--- src/rtl/lsu_byte_sequencer_pkg.sv ---
// Shared encodings for the byte-serial load/store sequencer. The funct3
// constants are also used by the core decode stage.
package lsu_byte_sequencer_pkg;

  localparam logic [2:0] F3_B  = 3'b000;
  localparam logic [2:0] F3_H  = 3'b001;
  localparam logic [2:0] F3_W  = 3'b010;
  localparam logic [2:0] F3_BU = 3'b100;
  localparam logic [2:0] F3_HU = 3'b101;

  typedef enum logic [1:0] {
    StIdle,
    StAccess,
    StResp
  } state_e;

  // Number of byte beats for an access size (funct3[1:0]).
  function automatic logic [2:0] beat_count(logic [1:0] size);
    logic [2:0] n;
    case (size)
      2'b00:   n = 3'd1;
      2'b01:   n = 3'd2;
      default: n = 3'd4;
    endcase
    return n;
  endfunction

  // Illegal funct3, unsigned store, or misaligned halfword/word.
  function automatic logic req_is_err(logic we, logic [2:0] funct3, logic [1:0] addr_lo);
    logic err;
    err = 1'b0;
    if (funct3 == 3'b011 || funct3 == 3'b110 || funct3 == 3'b111) err = 1'b1;
    if (we && funct3[2]) err = 1'b1;
    if (funct3[1:0] == 2'b01 && addr_lo[0] != 1'b0) err = 1'b1;
    if (funct3[1:0] == 2'b10 && addr_lo != 2'b00) err = 1'b1;
    return err;
  endfunction

endpackage

--- src/rtl/lsu_byte_sequencer_load_extend.sv ---
// Combinational sign/zero extension of the gathered load bytes.
module lsu_byte_sequencer_load_extend
  import lsu_byte_sequencer_pkg::*;
(
  input  logic [31:0] lanes,
  input  logic [2:0]  funct3,
  output logic [31:0] rdata
);

  // Select and extend the lanes according to the access type.
  always_comb begin
    rdata = '0;
    case (funct3)
      F3_B:    rdata = {{24{lanes[7]}}, lanes[7:0]};
      F3_BU:   rdata = {24'b0, lanes[7:0]};
      F3_H:    rdata = {{16{lanes[15]}}, lanes[15:0]};
      F3_HU:   rdata = {16'b0, lanes[15:0]};
      F3_W:    rdata = lanes;
      default: rdata = '0;
    endcase
  end

endmodule

--- src/rtl/lsu_byte_sequencer.sv ---
// Splits one RV32 load/store into 1, 2 or 4 little-endian byte beats on a
// byte-wide memory and returns a single response.
module lsu_byte_sequencer
  import lsu_byte_sequencer_pkg::*;
#(
  parameter int unsigned ADDR_W = 5
) (
  input  logic              clk,
  input  logic              rst,
  input  logic              req_valid,
  output logic              req_ready,
  input  logic              req_we,
  input  logic [2:0]        req_funct3,
  input  logic [ADDR_W-1:0] req_addr,
  input  logic [31:0]       req_wdata,
  output logic              resp_valid,
  output logic [31:0]       resp_rdata,
  output logic              resp_err,
  output logic [ADDR_W-1:0] mem_wr_addr,
  output logic [31:0]       mem_wr_data,
  output logic              mem_sw,
  output logic [ADDR_W-1:0] mem_rd_addr,
  input  logic [31:0]       mem_rd_data
);

  state_e            state_q, state_d;
  logic [1:0]        k_q, k_d;
  logic              we_q, we_d;
  logic [2:0]        f3_q, f3_d;
  logic [ADDR_W-1:0] addr_q, addr_d;
  logic [31:0]       wdata_q, wdata_d;
  logic              err_q, err_d;
  logic [3:0][7:0]   lanes_q, lanes_d;

  logic [31:0]       ext_rdata;
  logic [ADDR_W-1:0] beat_addr;
  logic [2:0]        last_k;
  logic              unused_rd_hi;

  // Only the low byte of the read port carries data.
  assign unused_rd_hi = ^mem_rd_data[31:8];

  assign beat_addr = addr_q + ADDR_W'(k_q);
  assign last_k    = beat_count(f3_q[1:0]) - 3'd1;
  assign req_ready = (state_q == StIdle);

  lsu_byte_sequencer_load_extend u_load_extend (
    .lanes  (lanes_q),
    .funct3 (f3_q),
    .rdata  (ext_rdata)
  );

  // Next-state, beat sequencing and output decode.
  always_comb begin
    state_d     = state_q;
    k_d         = k_q;
    we_d        = we_q;
    f3_d        = f3_q;
    addr_d      = addr_q;
    wdata_d     = wdata_q;
    err_d       = err_q;
    lanes_d     = lanes_q;
    resp_valid  = 1'b0;
    resp_rdata  = '0;
    resp_err    = 1'b0;
    mem_sw      = 1'b0;
    mem_wr_addr = '0;
    mem_wr_data = '0;
    mem_rd_addr = '0;

    case (state_q)
      StIdle: begin
        if (req_valid) begin
          we_d    = req_we;
          f3_d    = req_funct3;
          addr_d  = req_addr;
          wdata_d = req_wdata;
          k_d     = 2'd0;
          lanes_d = '0;
          err_d   = req_is_err(req_we, req_funct3, req_addr[1:0]);
          state_d = err_d ? StResp : StAccess;
        end
      end
      StAccess: begin
        if (we_q) begin
          mem_sw      = 1'b1;
          mem_wr_addr = beat_addr;
          mem_wr_data = {24'b0, wdata_q[{k_q, 3'b000} +: 8]};
        end else begin
          mem_rd_addr  = beat_addr;
          lanes_d[k_q] = mem_rd_data[7:0];
        end
        if ({1'b0, k_q} == last_k) begin
          state_d = StResp;
        end else begin
          k_d = k_q + 2'd1;
        end
      end
      StResp: begin
        resp_valid = 1'b1;
        resp_err   = err_q;
        resp_rdata = (err_q || we_q) ? 32'b0 : ext_rdata;
        state_d    = StIdle;
      end
      default: state_d = StIdle;
    endcase

    // No memory write or response may escape while reset is held.
    if (rst) begin
      resp_valid  = 1'b0;
      resp_rdata  = '0;
      resp_err    = 1'b0;
      mem_sw      = 1'b0;
      mem_wr_addr = '0;
      mem_wr_data = '0;
      mem_rd_addr = '0;
    end
  end

  // State and request registers; reset abandons any access in flight.
  always_ff @(posedge clk) begin
    if (rst) begin
      state_q <= StIdle;
      k_q     <= 2'd0;
      we_q    <= 1'b0;
      f3_q    <= 3'b0;
      addr_q  <= '0;
      wdata_q <= '0;
      err_q   <= 1'b0;
      lanes_q <= '0;
    end else begin
      state_q <= state_d;
      k_q     <= k_d;
      we_q    <= we_d;
      f3_q    <= f3_d;
      addr_q  <= addr_d;
      wdata_q <= wdata_d;
      err_q   <= err_d;
      lanes_q <= lanes_d;
    end
  end

endmodule

--- config.mk ---
export PLATFORM = sky130hd
export DESIGN_NAME = lsu_byte_sequencer
export DESIGN_NICKNAME = d
export VERILOG_FILES = /design/src/rtl/lsu_byte_sequencer_pkg.sv /design/src/rtl/lsu_byte_sequencer_load_extend.sv /design/src/rtl/lsu_byte_sequencer.sv
export SDC_FILE = /design/constraint.sdc
export NUM_CORES = 1
export LEC_CHECK = 0
export ABC_AREA = 1
export ABC_CLOCK_PERIOD_IN_PS = 4600
export BUFFER_PORTS_ARGS = -buffer_cell sky130_fd_sc_hd__buf_2
export CAP_MARGIN = 10
export CORE_UTILIZATION = 53
export DETAILED_ROUTE_END_ITERATION = 10
export GPL_ROUTABILITY_DRIVEN = 0
export PLACE_DENSITY_LB_ADDON = 0.1
export SETUP_SLACK_MARGIN = 0.05
export SYNTH_ARGS = -nofsm -noshare
export SYNTH_HDL_FRONTEND = slang
export SYNTH_SLANG_ARGS = --single-unit
--- constraint.sdc ---
create_clock -name clk -period 4.6 [get_ports clk]
set_clock_uncertainty 0.1 [all_clocks]
set_input_delay 0.23 -clock clk [delete_from_list [all_inputs] [get_ports clk]]
set_output_delay 0.23 -clock clk [all_outputs]
set_load 0.01 [all_outputs]
==> reports/qor.txt <==
run status - complete, no violations
worst skew pair latency - 0.34 ns
vias in the first global route - 3381
first-pass GRT wire length - 15500 microns
PortBufs - 105
PnR worst setup slack - 1.51 ns
fmax - 0.323 GHz
Clock Pin Slew Worst Setup and Hold Paths - 0.08 ns
DR vias/cell - 5.13
largest family of logic cells by synthesized area - simple AND/OR/NAND/NOR gates
DRC - 0
drt first pass iters - 4
DRT Wirelength - 9750 microns
TNS Setup - 0 ns
Core ar. - 7290 sq um
CP cell instances - clkinv_1, o21ai_0, a21oi_1, buf_2
H-tree depth - 3
most common cell after layout, fill and taps aside - nor2_1
number of buffers created by CTS - 9
Synth Area in Simple Gates - 27.9%
power per cell area - 334 nW/um^2
Initial Util - 55.2%
First DRT Iteration DRCs - 172
TritonCTS clock tree - yes
Slew @ Worst Pin - 1.01 ns
antenna-violating nets left - 0
critical setup path kind - reg -> out
Vias - 3896
cell area after placement - 4370 sq um
Site Rows - 31
Post-Place Cells - 743
sequential share of the synthesized area - 38.8%
Compound-Gate Fraction of Synth Area - 17.8%
DR WL/cell - 12.8 microns
average instance area after synthesis - 6.96 sq um
leak pwr - 1.93 nW
die area - 7940 sq um
Rel. slew slack - 32.4%
Slew Viols, Final - 0
Post-CTS Setup Inserts - 0
hold_buf cts - 0
grt ovf - 0
Crit path required time - 4.27 ns
multiplexer share of the synthesized area - 0%
Area Overhead vs Synth - 13.1%
min-delay worst type - in -> reg
die width - 89.1 microns
Fin Hold WS - 0.0261 ns
clk buf depth - 2
Placement Setup Slack - 1.55 ns
Antenna Cells - 0
worst-path fanout max - 22
RSZ-0062 raised after global routing - no
Synthesis Warnings - 0
# clock sinks - 78
Chip Height - 89.1 microns
CTS root buf - clkbuf_8
Worst EP arrival - 2.76 ns
Final HPWL DP - 6690 microns
peak supply drop - 0.179 mV
crit end category - primary output
maxcap violations - 0
post-CTS sizing - 0
layout cell share with drive strength beyond 1 - 20.0%
Gate Count Post-Synth - 578
I/O pin count - 154
Synth Register Bits - 78
total track usage - 25.2%
startpoint types - flop
initial antenna violation count - 0
Slowest-stage cell, CP - dfxtp_1
largest net degree at the start of global routing - 50
adder-cell share of the synthesized area - 2.67%
Reg2Reg Depth - 5
library cells used by synthesis - 31
Tcrit/Tclk final - 67.3%
final hold vios - 0
cell area after layout - 4550 sq um
Cell Area, Synth - 4020 sq um
hold path depth - 3
Final nets - 739
slowest cell delay on critical path - 0.86 ns
crit path time final - 3.09 ns
xor/xnor share of the synthesized area - 0.653%
non-filler cells, final - 759
most frequent cells in the layout - 150 x nor2_1, 105 x buf_2, 78 x dfxtp_1
setup violators final - 0
[stage by stage]
step / power, mW / utilization, %
6_report: 1.52 / 62.4
3_5_place_dp: 1.07 / 60.0
4_1_cts: 1.52 / 62.4
3_3_place_gp: 1.06 / 60.0
5_1_grt: 1.61 / 62.4
2_1_floorplan: 1.02 / -
[power breakdown]
group	internal, mW	leakage [nW]	switching (mW)
Sequential	0.720	0.639	0.0386
Clock	0.210	0.0776	0.255
Combinational	0.0896	1.21	0.206
[synth_stat cells (all sizes together)]
cell    count  area [sq um]
nand2      59           231
a21o        1          7.51
nand3      13          65.1
buf        46           327
xnor2       2          17.5
or2         1          6.26
a21oi      72           360
clkbuf     16          60.1
nand4      33           221
o21ai      65           340
o211ai      1          7.51
inv        24          90.1
nor2      151           574
conb        1          3.75
xor2        1          8.76
clkinv      2          7.51
fa          1          20.0
nor3        4          25.0
ha          7          87.6
dfxtp      78          1560
[layer usage]
metal	vias to the layer above	track usage (%)	wire, microns
met5	-	0	0
met4	0	8.80	184
met3	19	6.37	668
met2	144	42.7	4610
met1	1712	31.2	4280
li1	2021	-	-
[layout make-up]
cell class / count / area [sq um]
fillers: 729 / 2740
multi-input cells: 435 / 2060
flip-flops and latches: 78 / 1560
repair buffers: 105 / 526
clock buffers: 11 / 141
well taps: 99 / 124
inverters: 26 / 97.6
clock inverters: 5 / 35.0
[worst max-delay path, delay by kind of cell (launching register included)]
family,cells,cell delay (ns)
AO/OA/AOI/OAI,2,0.65
buffers and inverters,2,0.91
flip-flops,1,0.86
[state kept, by name, indices dropped and copies added (netlist names)]
register and flops:
k_q 2, addr_q 5, wdata_q 32, f3_q 3, we_q 1, lanes_q 32, err_q 1, state_q 2
[worst paths after layout]
kind	startpoint	to	slack [ns]
max	k_q[0]	mem_wr_data[3]	1.51
min	req_wdata[18]	wdata_q[18]	0.03
max reg2reg	k_q[0]	lanes_q[5]	1.53
min reg2reg	lanes_q[3]	lanes_q[3]	0.36
[cell families after synthesis]
logic type	after synthesis
and+or+nand+nor	261
AOI/OAI and AO/OA	139
buffers and inverters	88
DFF	78
adders and majority gates	8
xor gates and xnor gates	3
other	1
(Power assumes the default switching activity.)
